==> config.mk <==
export PLATFORM = sky130hd
export DESIGN_NAME = spi_tx_slot_sched_flat
export DESIGN_NICKNAME = d
export VERILOG_FILES = /design/src/rtl/spi_tx_slot_sched_if.sv /design/src/rtl/spi_tx_slot_sched.sv /design/src/flat_wrapper.sv
export SDC_FILE = /design/constraint.sdc
export NUM_CORES = 1
export LEC_CHECK = 0
export ABC_AREA = 1
export CAP_MARGIN = 15
export CORE_MARGIN = 4
export CORE_UTILIZATION = 40
export DETAILED_ROUTE_END_ITERATION = 6
export GPL_TIMING_DRIVEN = 0
export PLACE_DENSITY = 0.58
export SETUP_SLACK_MARGIN = 0.1
export SYNTH_ARGS = -nofsm -noshare
export SYNTH_HDL_FRONTEND = slang
export SYNTH_SLANG_ARGS = --single-unit
==> constraint.sdc <==
create_clock -name trigger_clock -period 2.65 [get_ports trigger_clock]
set_input_delay 0.53 -clock trigger_clock [delete_from_list [all_inputs] [get_ports trigger_clock]]
set_output_delay 0.53 -clock trigger_clock [all_outputs]
set_load 0.05 [all_outputs]
==> src/rtl/spi_tx_slot_sched_if.sv <==
// Slot-scheduler bundle: requests in, slot grant and bit/byte timing out.
// The master side is the requester/PHY side; the scheduler uses the slave side.
interface spi_tx_slot_sched_if #(
  parameter int NREQ = 4
);
  logic [NREQ-1:0] req;
  logic [NREQ-1:0] grant;
  logic            byte_start;
  logic [2:0]      bit_idx;
  logic [7:0]      byte_idx;
  logic            tx_window;
  logic            idle_slot;
  logic            frame_done;

  modport master (
    output req,
    input  grant, byte_start, bit_idx, byte_idx, tx_window, idle_slot, frame_done
  );

  modport slave (
    input  req,
    output grant, byte_start, bit_idx, byte_idx, tx_window, idle_slot, frame_done
  );
endinterface

==> src/rtl/spi_tx_slot_sched.sv <==
// SPI TX byte-slot scheduler: header skip, then 8-bit slots granted round-robin (registered outputs).
// Define SPI_TXSCHED_FIXED_PRI_EN for lowest-index-wins fixed priority instead of round-robin.
module spi_tx_slot_sched #(
  parameter int NREQ      = 4,
  parameter int HDR_BITS  = 8,
  parameter int MAX_BYTES = 16
) (
  input  logic               trigger_clock,
  input  logic               trigger_rst_n,
  spi_tx_slot_sched_if.slave bus
);
  localparam int PTR_W = $clog2(NREQ);

  typedef enum logic [1:0] {HDR, SLOT, DONE} state_t;

  state_t          state_q, state_nxt;
  logic [7:0]      hdr_cnt_q, hdr_cnt_nxt;
  logic [2:0]      bit_idx_q, bit_idx_nxt;
  logic [7:0]      byte_idx_q, byte_idx_nxt;
  logic [NREQ-1:0] grant_q, grant_nxt;
  logic            idle_q, idle_nxt;
  logic            byte_start_q, byte_start_nxt;
  logic            tx_window_q, tx_window_nxt;
  logic            frame_done_q, frame_done_nxt;
  logic [NREQ-1:0] req_s1, req_s2;
  logic [7:0]      byte_idx_inc;

  logic [NREQ-1:0] arb_grant;
  logic            arb_found;
  logic [PTR_W-1:0] arb_idx;

`ifndef SPI_TXSCHED_FIXED_PRI_EN
  logic [PTR_W-1:0] ptr_q, ptr_nxt;
  int               cand;
`endif

  // Arbitration sees only the second synchronizer stage.
  always_comb begin
    arb_found = 1'b0;
    arb_idx   = '0;
    arb_grant = '0;
`ifdef SPI_TXSCHED_FIXED_PRI_EN
    for (int i = NREQ - 1; i >= 0; i--) begin
      if (req_s2[i]) begin
        arb_found = 1'b1;
        arb_idx   = PTR_W'(i);
      end
    end
`else
    cand = 0;
    for (int i = 1; i <= NREQ; i++) begin
      cand = int'(ptr_q) + i;
      if (cand >= NREQ) cand = cand - NREQ;
      if (!arb_found && req_s2[cand]) begin
        arb_found = 1'b1;
        arb_idx   = PTR_W'(cand);
      end
    end
`endif
    if (arb_found) arb_grant[arb_idx] = 1'b1;
  end

  assign byte_idx_inc = byte_idx_q + 8'd1;

  always_comb begin
    state_nxt      = state_q;
    hdr_cnt_nxt    = hdr_cnt_q;
    bit_idx_nxt    = bit_idx_q;
    byte_idx_nxt   = byte_idx_q;
    grant_nxt      = grant_q;
    idle_nxt       = idle_q;
    byte_start_nxt = byte_start_q;
    tx_window_nxt  = tx_window_q;
    frame_done_nxt = frame_done_q;
`ifndef SPI_TXSCHED_FIXED_PRI_EN
    ptr_nxt        = ptr_q;
`endif
    unique case (state_q)
      HDR: begin
        hdr_cnt_nxt = hdr_cnt_q + 8'd1;
        if (hdr_cnt_q == 8'(HDR_BITS - 1)) begin
          state_nxt      = SLOT;
          byte_start_nxt = 1'b1;
          bit_idx_nxt    = 3'd0;
          tx_window_nxt  = 1'b1;
          grant_nxt      = arb_grant;
          idle_nxt       = !arb_found;
`ifndef SPI_TXSCHED_FIXED_PRI_EN
          if (arb_found) ptr_nxt = arb_idx;
`endif
        end
      end
      SLOT: begin
        bit_idx_nxt    = bit_idx_q + 3'd1;
        byte_start_nxt = 1'b0;
        if (bit_idx_q == 3'd7) begin
          byte_idx_nxt = byte_idx_inc;
          if (byte_idx_inc == 8'(MAX_BYTES)) begin
            state_nxt      = DONE;
            bit_idx_nxt    = 3'd7;
            grant_nxt      = '0;
            idle_nxt       = 1'b0;
            tx_window_nxt  = 1'b0;
            frame_done_nxt = 1'b1;
          end else begin
            byte_start_nxt = 1'b1;
            bit_idx_nxt    = 3'd0;
            grant_nxt      = arb_grant;
            idle_nxt       = !arb_found;
`ifndef SPI_TXSCHED_FIXED_PRI_EN
            if (arb_found) ptr_nxt = arb_idx;
`endif
          end
        end
      end
      default: ;
    endcase
  end

  always_ff @(posedge trigger_clock or negedge trigger_rst_n) begin
    if (!trigger_rst_n) begin
      state_q      <= HDR;
      hdr_cnt_q    <= '0;
      bit_idx_q    <= '0;
      byte_idx_q   <= '0;
      grant_q      <= '0;
      idle_q       <= 1'b0;
      byte_start_q <= 1'b0;
      tx_window_q  <= 1'b0;
      frame_done_q <= 1'b0;
      req_s1       <= '0;
      req_s2       <= '0;
`ifndef SPI_TXSCHED_FIXED_PRI_EN
      ptr_q        <= PTR_W'(NREQ - 1);
`endif
    end else begin
      state_q      <= state_nxt;
      hdr_cnt_q    <= hdr_cnt_nxt;
      bit_idx_q    <= bit_idx_nxt;
      byte_idx_q   <= byte_idx_nxt;
      grant_q      <= grant_nxt;
      idle_q       <= idle_nxt;
      byte_start_q <= byte_start_nxt;
      tx_window_q  <= tx_window_nxt;
      frame_done_q <= frame_done_nxt;
      req_s1       <= bus.req;
      req_s2       <= req_s1;
`ifndef SPI_TXSCHED_FIXED_PRI_EN
      ptr_q        <= ptr_nxt;
`endif
    end
  end

  assign bus.grant      = grant_q;
  assign bus.byte_start = byte_start_q;
  assign bus.bit_idx    = bit_idx_q;
  assign bus.byte_idx   = byte_idx_q;
  assign bus.tx_window  = tx_window_q;
  assign bus.idle_slot  = idle_q;
  assign bus.frame_done = frame_done_q;
endmodule
==> src/flat_wrapper.sv <==
// flat-port wrapper written by rule: the top's interface ports become plain ports
module spi_tx_slot_sched_flat 
#(
  parameter int NREQ      = 4,
  parameter int HDR_BITS  = 8,
  parameter int MAX_BYTES = 16
)
  (trigger_clock, trigger_rst_n, bus_req, bus_grant, bus_byte_start, bus_bit_idx, bus_byte_idx, bus_tx_window, bus_idle_slot, bus_frame_done);
  spi_tx_slot_sched_if #(.NREQ(NREQ)) bus_i ();
  input  logic trigger_clock;
  input  logic trigger_rst_n;
  input wire logic [$bits(bus_i.req)-1:0] bus_req;
  output wire logic [$bits(bus_i.grant)-1:0] bus_grant;
  output wire logic [$bits(bus_i.byte_start)-1:0] bus_byte_start;
  output wire logic [$bits(bus_i.bit_idx)-1:0] bus_bit_idx;
  output wire logic [$bits(bus_i.byte_idx)-1:0] bus_byte_idx;
  output wire logic [$bits(bus_i.tx_window)-1:0] bus_tx_window;
  output wire logic [$bits(bus_i.idle_slot)-1:0] bus_idle_slot;
  output wire logic [$bits(bus_i.frame_done)-1:0] bus_frame_done;
  assign bus_i.req = bus_req;
  assign bus_grant = bus_i.grant;
  assign bus_byte_start = bus_i.byte_start;
  assign bus_bit_idx = bus_i.bit_idx;
  assign bus_byte_idx = bus_i.byte_idx;
  assign bus_tx_window = bus_i.tx_window;
  assign bus_idle_slot = bus_i.idle_slot;
  assign bus_frame_done = bus_i.frame_done;
  spi_tx_slot_sched #(.NREQ(NREQ), .HDR_BITS(HDR_BITS), .MAX_BYTES(MAX_BYTES)) u_core (.trigger_clock(trigger_clock), .trigger_rst_n(trigger_rst_n), .bus(bus_i));
endmodule
==> results of run 1 <==
final timing paths:
kind / startpoint / end / cells after the start
max reg2reg: u_core.bus.byte_idx[0] / u_core.bus.grant[2] / 13
min reg2reg: u_core.req_s1[1] / u_core.req_s2[1] / 0
max in group asynchronous: trigger_rst_n / u_core.bus.byte_idx[7] / 1
max: u_core.bus.byte_idx[2] / bus_byte_idx[2] / 1
min: trigger_rst_n / u_core.bus.grant[3] / 1
min in group trigger_clock: u_core.req_s1[1] / u_core.req_s2[1] / 0
cells in the final DEF (no fill, tap or decap), types with 3 or more instances in the layout:
master / count
nand2_1: 75
o21ai_1: 4
dfrtp_1: 36
nor2_2: 3
a21oi_1: 3
xnor2_1: 3
xor2_1: 7
inv_1: 27
clkdlybuf4s50_1: 23
nand4_1: 6
nand2_2: 10
clkbuf_8: 6
ha_1: 5
o21ai_0: 10
nor2_1: 18
nand3_1: 8
through the flow:
| stage | worst slack, ns | total power, mW | hold slack, ns | cell area, µm² | cells |
|---|---|---|---|---|---|
| 2_1_floorplan | 0.746 | 1.24 | 0.234 | 1990 | 238 |
| 3_3_place_gp | 0.108 | 1.39 | 0.335 | 2310 | 329 |
| 3_5_place_dp | 0.781 | 1.40 | 0.336 | 2310 | 329 |
| 4_1_cts | 0.459 | 1.81 | 0.352 | 2400 | 337 |
| 5_1_grt | 0.408 | 1.92 | 0.353 | 2400 | 337 |
| 6_report | 0.482 | 1.78 | 0.341 | 2400 | 337 |
cells in the mapped netlist:
library cell	count	area (µm²)
buf_2	1	5.00
inv_1	27	101
nand3_1	8	40.0
o21ai_1	4	20.0
inv_6	1	8.76
xnor2_1	3	26.3
dfstp_2	2	52.6
nand2_1	75	282
nand2_2	10	62.6
nand4_1	6	37.5
dfrtp_1	36	901
o21ai_2	1	8.76
nor2_1	18	67.6
nor3_1	1	5.00
inv_4	1	6.26
o21ai_0	10	50.1
buf_6	1	11.3
nor2_4	1	11.3
a31oi_1	1	6.26
ha_1	5	62.6
mux2_2	2	22.5
or2_2	2	12.5
nor2_2	3	18.8
nand3b_1	2	15.0
nand3_4	1	17.5
a21oi_1	3	15.0
xor2_1	7	61.3
nand2_4	2	22.5
buf_4	1	7.51
nand3_2	2	20.0
mux2i_1	1	10.0
sequential cells by signal, indices dropped and copies added (netlist names), 2 cells and up:
signal / flops
u_core.req_s1: 4
u_core.bus.bit_idx: 3
u_core.ptr_q: 2
u_core.bus.byte_idx: 8
u_core.req_s2: 4
u_core.hdr_cnt_q: 8
u_core.bus.grant: 4
u_core.state_q: 2
area by class of cell:
cell class,count,area share
flip-flops and latches,38,0.397
inverters,29,0.0485
clock inverters,1,0.00209
repair buffers,24,0.0981
clock buffers,7,0.0360
multi-input cells,168,0.373
plain buffers,3,0.00991
well taps,67,0.0350
cells by family (layout without fill, tap and decap cells):
| kind of cell | Yosys count | after routing |
|---|---|---|
| AOI/OAI and AO/OA | 19 | 19 |
| DFF | 38 | 38 |
| adders and majority gates | 5 | 5 |
| xor gates and xnor gates | 10 | 10 |
| and+or+nand+nor | 131 | 131 |
| muxes | 3 | 3 |
| buffers and inverters | 32 | 64 |
power groups by stage:
stage | Clock, mW | Sequential, mW | Combinational (mW)
final | 0.403 | 0.656 | 0.723
after global routing | 0.450 | 0.663 | 0.806
after CTS | 0.418 | 0.657 | 0.732
after detailed placement | 0 | 0.668 | 0.728
after global placement | 0 | 0.667 | 0.721
after floorplan | 0 | 0.752 | 0.489
routing by layer:
metal | global-route usage | part of all wire
met1 | 0.179 | 0.49
met2 | 0.220 | 0.47
met3 | 0.0344 | 0.028
met4 | 0.0472 | 0.016
met5 | 0 | 0
==> results_dict.tcl, run 1 <==
set metrics [dict create \
    status "finished clean" \
    cts_max_path_buffers 2 \
    yosysUniqueCellTypes 31 \
    report.final.slew_viol_count 0 \
    ys_ff_latch 38 \
    place_congestion 0.858 \
    rows 25 \
    seq_area_um2 953 \
    grt_first_pass_wirelength_um 6670 \
    syn_area_mm2 0.00199 \
    grt_overflow 0 \
    synth-adder-area-share 0.0315 \
    cts.hold.buffers_added 0 \
    die_width_um 78.5 \
    r2r_setup_slack_ns 0.88 \
    fmax_mhz 461 \
    fillers 507 \
    drive_above_1_share 0.144 \
    drcViolationCount 0 \
    cts_setup_buffers 0 \
    min_period_over_period 0.818 \
    multi_input_area_um2 895 \
    vias 1539 \
    setup_viol 0 \
    synth-seq-area-share 0.480 \
    synth_mux_area_frac 0.0164 \
    avgSynthCellArea_um2 8.35 \
    swShare 0.391 \
    start_util 0.418 \
    grt_max_degree 39 \
    start_kind "flop" \
    cts_root_buffer "clkbuf_8" \
    clock-sinks 38 \
    dr.pass1.iters 4 \
    synth_compound_area_frac 0.0503 \
    layout_min_cycle_time_ns 2.17 \
    cts_resized 0 \
    vias_per_cell 4.57 \
    rsz0062_at_grt "no" \
    clock_skew_ns 0.00521 \
    die-area_mm2 0.00616 \
    nNetsFinal 280 \
    port_buffers 24 \
    cts_buffers 5 \
    io_pins 25 \
    synth_top_family_by_area "simple AND/OR/NAND/NOR gates" \
    max_stage_delay_ns 0.86 \
    synth-simple-area-share 0.308 \
    netlist_instances 238 \
    fin_util 0.504 \
    powerDensity_mw_per_mm2 743 \
    yosysWarnings 0 \
    gr-usage-all-layers 0.137 \
    drt_iter0_markers 61 \
    p_comb_frac 0.406 \
    fp.dieH_um 78.5 \
    cts-htree-levels 2 \
    antenna_cells 0 \
    clkPwrFrac 0.226 \
    hp-class "input pin to asynchronous set/reset pin" \
    path_buf_inv 1 \
    setup.worst_path.class "flop to output port" \
    max-vdd-ir-drop_v 0.000258 \
    endpoint_kind "output port" \
    critPathTopFamily "buffers and inverters" \
    cts_tree "built" \
    slowest_stage "clkdlybuf4s50_1" \
    synth_xor_xnor_area_share 0.0441 \
    worstSkewPairLatency_ns 0.28 \
    clk_pin_slew_ns 0.07 \
    tightest_slew_ns 0.839 \
    ant_nets 0 \
    detail_route.wl_per_cell_um 10.9 \
    syn-num-nets 249 \
    p_int_mw 1.09 \
    cp_max_fo 8 \
    seq_power_share 0.368 \
    arrival_ns 1.64 \
    critical_path_required_ns 2.12 \
    final_hold_viol_count 0 \
    p_switching_uw 698 \
    power_leakage_nw 1.18 \
    core_mm2 0.00475 \
    wl_um 3660 \
    cap_violations 0 \
    grt_pass1_vias 1473 \
    area_growth_pct 20.6 \
    dp_hpwl_um 2670 \
    slew_headroom 0.441 \
    crit_chain "clkdlybuf4s50_1" \
    fin_tns_setup_ns 0 \
    antenna_found_initial 0 \
]
Power figures use the tool's default switching activity.
==> run 2: changes to the inputs <==
Clock period 2.65 ns to 2.1 ns, I/O delays scaled along.
==> run 2 against run 1 <==
Effect of this change:
- clock skew about the same
- flip-flop and latch count unchanged
- power up 26%
- register-to-register slack worse by 0.54 ns
- highest routed layer unchanged
- via count about the same
==> results_dict.tcl, run 2 (same netlist as run 1, synthesis figures left out) <==
set metrics [dict create \
    status "finished clean" \
    fillers 506 \
    finalInstanceArea_mm2 0.00242 \
    clk_pin_slew_ns 0.07 \
    fin_util 0.510 \
    startpoint "u_core.bus.byte_idx[6]" \
    cts_buffers 5 \
    min_period_over_period 0.923 \
    grt_overflow 0 \
    io_pins 25 \
    worstSkewPairLatency_ns 0.28 \
    detail_route.wl_per_cell_um 10.9 \
    grt_max_degree 39 \
    final_common_cell "nand2_1" \
    wl_met3_um 94 \
    tightest_slew_ns 0.837 \
    max-vdd-ir-drop_v 0.000325 \
    setup.worst_path.class "flop to output port" \
    drive_above_1_share 0.161 \
    grt_first_pass_wirelength_um 6670 \
    die-area_mm2 0.00616 \
    vias 1540 \
    max_stage_delay_ns 0.83 \
    clock_skew_ns 0.00480 \
    core_mm2 0.00475 \
    layout_min_cycle_time_ns 1.94 \
    endpoint_kind "output port" \
    cap_violations 0 \
    fin_tns_setup_ns 0 \
    critPathTopFamily "buffers and inverters" \
    cts.hold.buffers_added 0 \
    fp.dieH_um 78.5 \
    maxUsedRoutingLayer "met4" \
    setup_viol 0 \
    area_growth_pct 22.0 \
    port_buffers 24 \
    nNetsFinal 283 \
    fmax_mhz 516 \
    clock-sinks 38 \
    wl_met1_um 1820 \
    cts_tree "built" \
    arrival_ns 1.52 \
    wl_met2_um 1720 \
    rows 25 \
    cp.depth 1 \
    cts-htree-levels 2 \
    final_cell_mix "75 x nand2_1, 34 x dfrtp_1, 27 x inv_1, 18 x nor2_1, 18 x clkdlybuf4s50_1" \
    antenna_cells 0 \
    antenna_found_initial 0 \
    p_total_mw 2.25 \
    die_width_um 78.5 \
    slew_headroom 0.442 \
    postPlaceCellArea_mm2 0.00231 \
    report.final.slew_viol_count 0 \
    power_leakage_nw 1.21 \
    rsz0062_at_grt "yes" \
    gr-usage-all-layers 0.137 \
    timing.rr.start "u_core.hdr_cnt_q[0]" \
    start_kind "flop" \
    cp_max_fo 5 \
    dp_hpwl_um 2670 \
    ant_nets 0 \
    dr.pass1.iters 4 \
    grt_pass1_vias 1473 \
    path_buf_inv 1 \
    drt_iter0_markers 85 \
    powerDensity_mw_per_mm2 929 \
    whs_ns 0.229 \
    cts_root_buffer "clkbuf_8" \
    slowest_stage "clkdlybuf4s50_1" \
    final_hold_viol_count 0 \
    r2r_cells 9 \
    start_util 0.418 \
    crit_chain "clkdlybuf4s50_1" \
    drcViolationCount 0 \
    critical_path_required_ns 1.68 \
    vias_per_cell 4.53 \
    hp-class "input pin to asynchronous set/reset pin" \
    wl_um 3700 \
    place_congestion 0.858 \
    cts_max_path_buffers 2 \
]
## run 2: cell types whose count changed in the layout (fill, tap and decap cells not counted)
cell and delta:
buf_4 +3, dlygate4sd2_1 +3, clkdlybuf4s50_1 -5, dfrtp_2 +2, dlymetal6s2s_1 +2, dfrtp_1 -2
## run 2: repair_timing
action                                  in CTS  in global routing
pin swaps                                    0                  1
resized for setup                            3                  4
endpoints found under the hold margin        0                  0
endpoints found under the setup margin       3                  7
buffers inserted                             0                  3
## run 2: final timing paths
| path | end | slack [ns] |
|---|---|---|
| max | bus_byte_idx[6] | 0.16 |
| min | u_core.bus.grant[1] | 0.23 |
| min in group trigger_clock | u_core.req_s2[1] | 0.35 |
| max in group asynchronous | u_core.bus.byte_idx[0] | 1.29 |
| max reg2reg | u_core.bus.grant[2] | 0.34 |
| min reg2reg | u_core.req_s2[1] | 0.35 |
## run 2: power by group
part / internal [mW] / total, mW / switching, mW
combinational: 0.304 / 0.915 / 0.611
sequential: 0.802 / 0.828 / 0.0261
clock: 0.265 / 0.509 / 0.244
total: 1.37 / 2.25 / 0.882
## run 2: area by class of cell
| type | instances | area [µm²] | area share |
|---|---|---|---|
| flip-flops and latches | 38 | 956 | 0.394 |
| multi-input cells | 168 | 895 | 0.369 |
| repair buffers | 27 | 259 | 0.107 |
| inverters | 29 | 116 | 0.0480 |
| clock buffers | 7 | 86.3 | 0.0356 |
| well taps | 67 | 83.8 | 0.0346 |
| plain buffers | 3 | 23.8 | 0.00980 |
| clock inverters | 1 | 5.00 | 0.00206 |
## run 2: routing by layer
layer,up-vias,track usage
met5,-,0
met4,0,0.0472
met3,7,0.0344
met2,21,0.220
met1,702,0.179
li1,810,-
## run 2: worst reg2reg max path, stage by stage, from the launching register on
cell and delay (ns):
dfrtp_1 0.41, ha_1 0.22, nand2_1 0.08, nor2_1 0.04
a31oi_1 0.43, nor2_2 0.15, nand3_4 0.15, nor2_1 0.05
nand2_1 0.06, nand2_1 0.05
## run 2: per-stage QoR
step,cells,worst slack (ns)
2_1_floorplan,238,0.196
3_3_place_gp,329,-0.332
3_5_place_dp,329,0.317
4_1_cts,337,0.101
5_1_grt,340,0.0593
6_report,340,0.161
==> run 3: changes to the inputs <==
Settings changed: CORE_UTILIZATION 40 to 41, PLACE_DENSITY 0.58 to 0.59.
==> run 3 against run 2 <==
Effect of this change:
- core utilization is 0.086 points lower
- die area shrank 2.2%
- combinational power about the same
- critical path type unchanged
- highest routed layer unchanged
==> results_dict.tcl, run 3 (same netlist as run 1, synthesis figures left out) <==
set metrics [dict create \
    clock-sinks 38 \
    cts_buffers 5 \
    wl_um 3530 \
    area_growth_pct 21.0 \
    r2r_setup_slack_ns 0.37 \
    port_buffers 24 \
    worstSkewPairLatency_ns 0.28 \
    cts_root_buffer "clkbuf_8" \
    powerDensity_mw_per_mm2 936 \
    grt-busiest-layer "met2" \
    drcViolationCount 0 \
    detail_route.wl_per_cell_um 10.5 \
    place_ws_ns 0.352 \
    critPathTopFamily "buffers and inverters" \
    report.final.slew_viol_count 0 \
    cap_violations 0 \
    gr-usage-all-layers 0.132 \
    postPlaceCellArea_mm2 0.00231 \
    grt_overflow 0 \
    dp.cells 329 \
    r2r_cells 13 \
    slew_headroom 0.451 \
    finalInstanceArea_mm2 0.00240 \
    cts-htree-levels 2 \
    ant_nets 0 \
    cts_max_path_buffers 2 \
    dr.pass1.iters 4 \
    core_mm2 0.00472 \
    endpoint_kind "output port" \
    max_stage_delay_ns 0.82 \
    fin_ws_ns 0.182 \
    fin_tns_setup_ns 0 \
    crit_chain "clkdlybuf4s50_1" \
    fp.dieH_um 77.6 \
    hp-class "input pin to asynchronous set/reset pin" \
    place_congestion 0.865 \
    die-area_mm2 0.00603 \
    final_cell_mix "75 x nand2_1, 36 x dfrtp_1, 27 x inv_1, 18 x nor2_1, 16 x clkdlybuf4s50_1" \
    reg2reg_to "u_core.bus.grant[1]" \
    fmax_mhz 521 \
    final_common_cell "nand2_1" \
    finalNonFillerCells 337 \
    tightest_slew_ns 0.823 \
    cp.depth 1 \
    clk_pin_slew_ns 0.07 \
    path_buf_inv 1 \
    io_pins 25 \
    multi_input_area_um2 895 \
    fin_util 0.509 \
    clock_skew_ns 0.00552 \
    whs_ns 0.228 \
    timing.rr.start "u_core.bus.byte_idx[0]" \
    rows 25 \
    antenna_found_initial 0 \
    startpoint "u_core.bus.bit_idx[0]" \
    start_util 0.421 \
    grtUsageMet1 0.179 \
    fillers 457 \
    rsz0062_at_grt "no" \
    grt_use_met2 0.205 \
    setup.worst_path.class "flop to output port" \
    seq_area_um2 953 \
    cts_tree "built" \
    drive_above_1_share 0.144 \
    power_leakage_nw 1.24 \
    max-vdd-ir-drop_v 0.000352 \
    grt_pass1_vias 1466 \
    start_kind "flop" \
    nNetsFinal 280 \
    antenna_cells 0 \
    crit_end "bus_bit_idx[0]" \
    die_width_um 77.6 \
    p_total_mw 2.25 \
    min_period_over_period 0.913 \
    cp_max_fo 4 \
    drt_iter0_markers 38 \
    grt_first_pass_wirelength_um 6440 \
    dp_hpwl_um 2580 \
    use_met3 0.0371 \
    final_hold_viol_count 0 \
    vias_per_cell 4.46 \
    slowest_stage "clkdlybuf4s50_1" \
    setup_viol 0 \
    arrival_ns 1.50 \
    critical_path_required_ns 1.68 \
    vias 1503 \
    grt_max_degree 39 \
    status "finished clean" \
    layout_min_cycle_time_ns 1.92 \
]
-- run 3: cell types whose count changed in the layout (fill, tap and decap cells not counted) --
cell,before,now
dfrtp_2,2,0
dlymetal6s2s_1,2,4
dfrtp_1,34,36
buf_4,4,1
clkdlybuf4s50_1,18,16
-- run 3: power by group --
part / switching (mW) / leakage, nW / internal [mW] / total [mW]
sequential: 0.0245 / 0.476 / 0.802 / 0.827
clock: 0.246 / 0.0482 / 0.265 / 0.511
combinational: 0.610 / 0.711 / 0.303 / 0.912
-- run 3: timing repair --
item	in CTS	in global routing
buffers inserted	0	0
pin swaps	0	0
hold endpoints to repair	0	0
gates resized for setup	3	4
endpoints found under the setup margin	3	4
hold buffers	0	0
-- run 3: final cells by class --
| class | count | area share |
|---|---|---|
| plain buffers | 3 | 0.00989 |
| clock buffers | 7 | 0.0359 |
| clock inverters | 1 | 0.00208 |
| inverters | 29 | 0.0484 |
| multi-input cells | 168 | 0.372 |
| flip-flops and latches | 38 | 0.396 |
| well taps | 67 | 0.0349 |
| repair buffers | 24 | 0.100 |
-- run 3: worst min path at each step --
| stage | from | to | slack [ns] | depth (start not counted) |
|---|---|---|---|---|
| CTS | trigger_rst_n | u_core.req_s2[0] | 0.27 | 1 |
| floorplan | trigger_rst_n | u_core.bus.bit_idx[0] | 0.12 | 0 |
| detailed placement | u_core.req_s1[3] | u_core.req_s2[3] | 0.34 | 0 |
| global placement | u_core.req_s1[3] | u_core.req_s2[3] | 0.33 | 0 |
| finish | trigger_rst_n | u_core.bus.grant[0] | 0.23 | 1 |
| global route | trigger_rst_n | u_core.bus.grant[3] | 0.31 | 1 |
-- run 3: layer usage --
| metal | wire length (µm) | vias up |
|---|---|---|
| met2 | 1570 | 22 |
| met5 | 0 | - |
| met3 | 104 | 2 |
| li1 | - | 802 |
| met4 | 25 | 0 |
| met1 | 1830 | 677 |
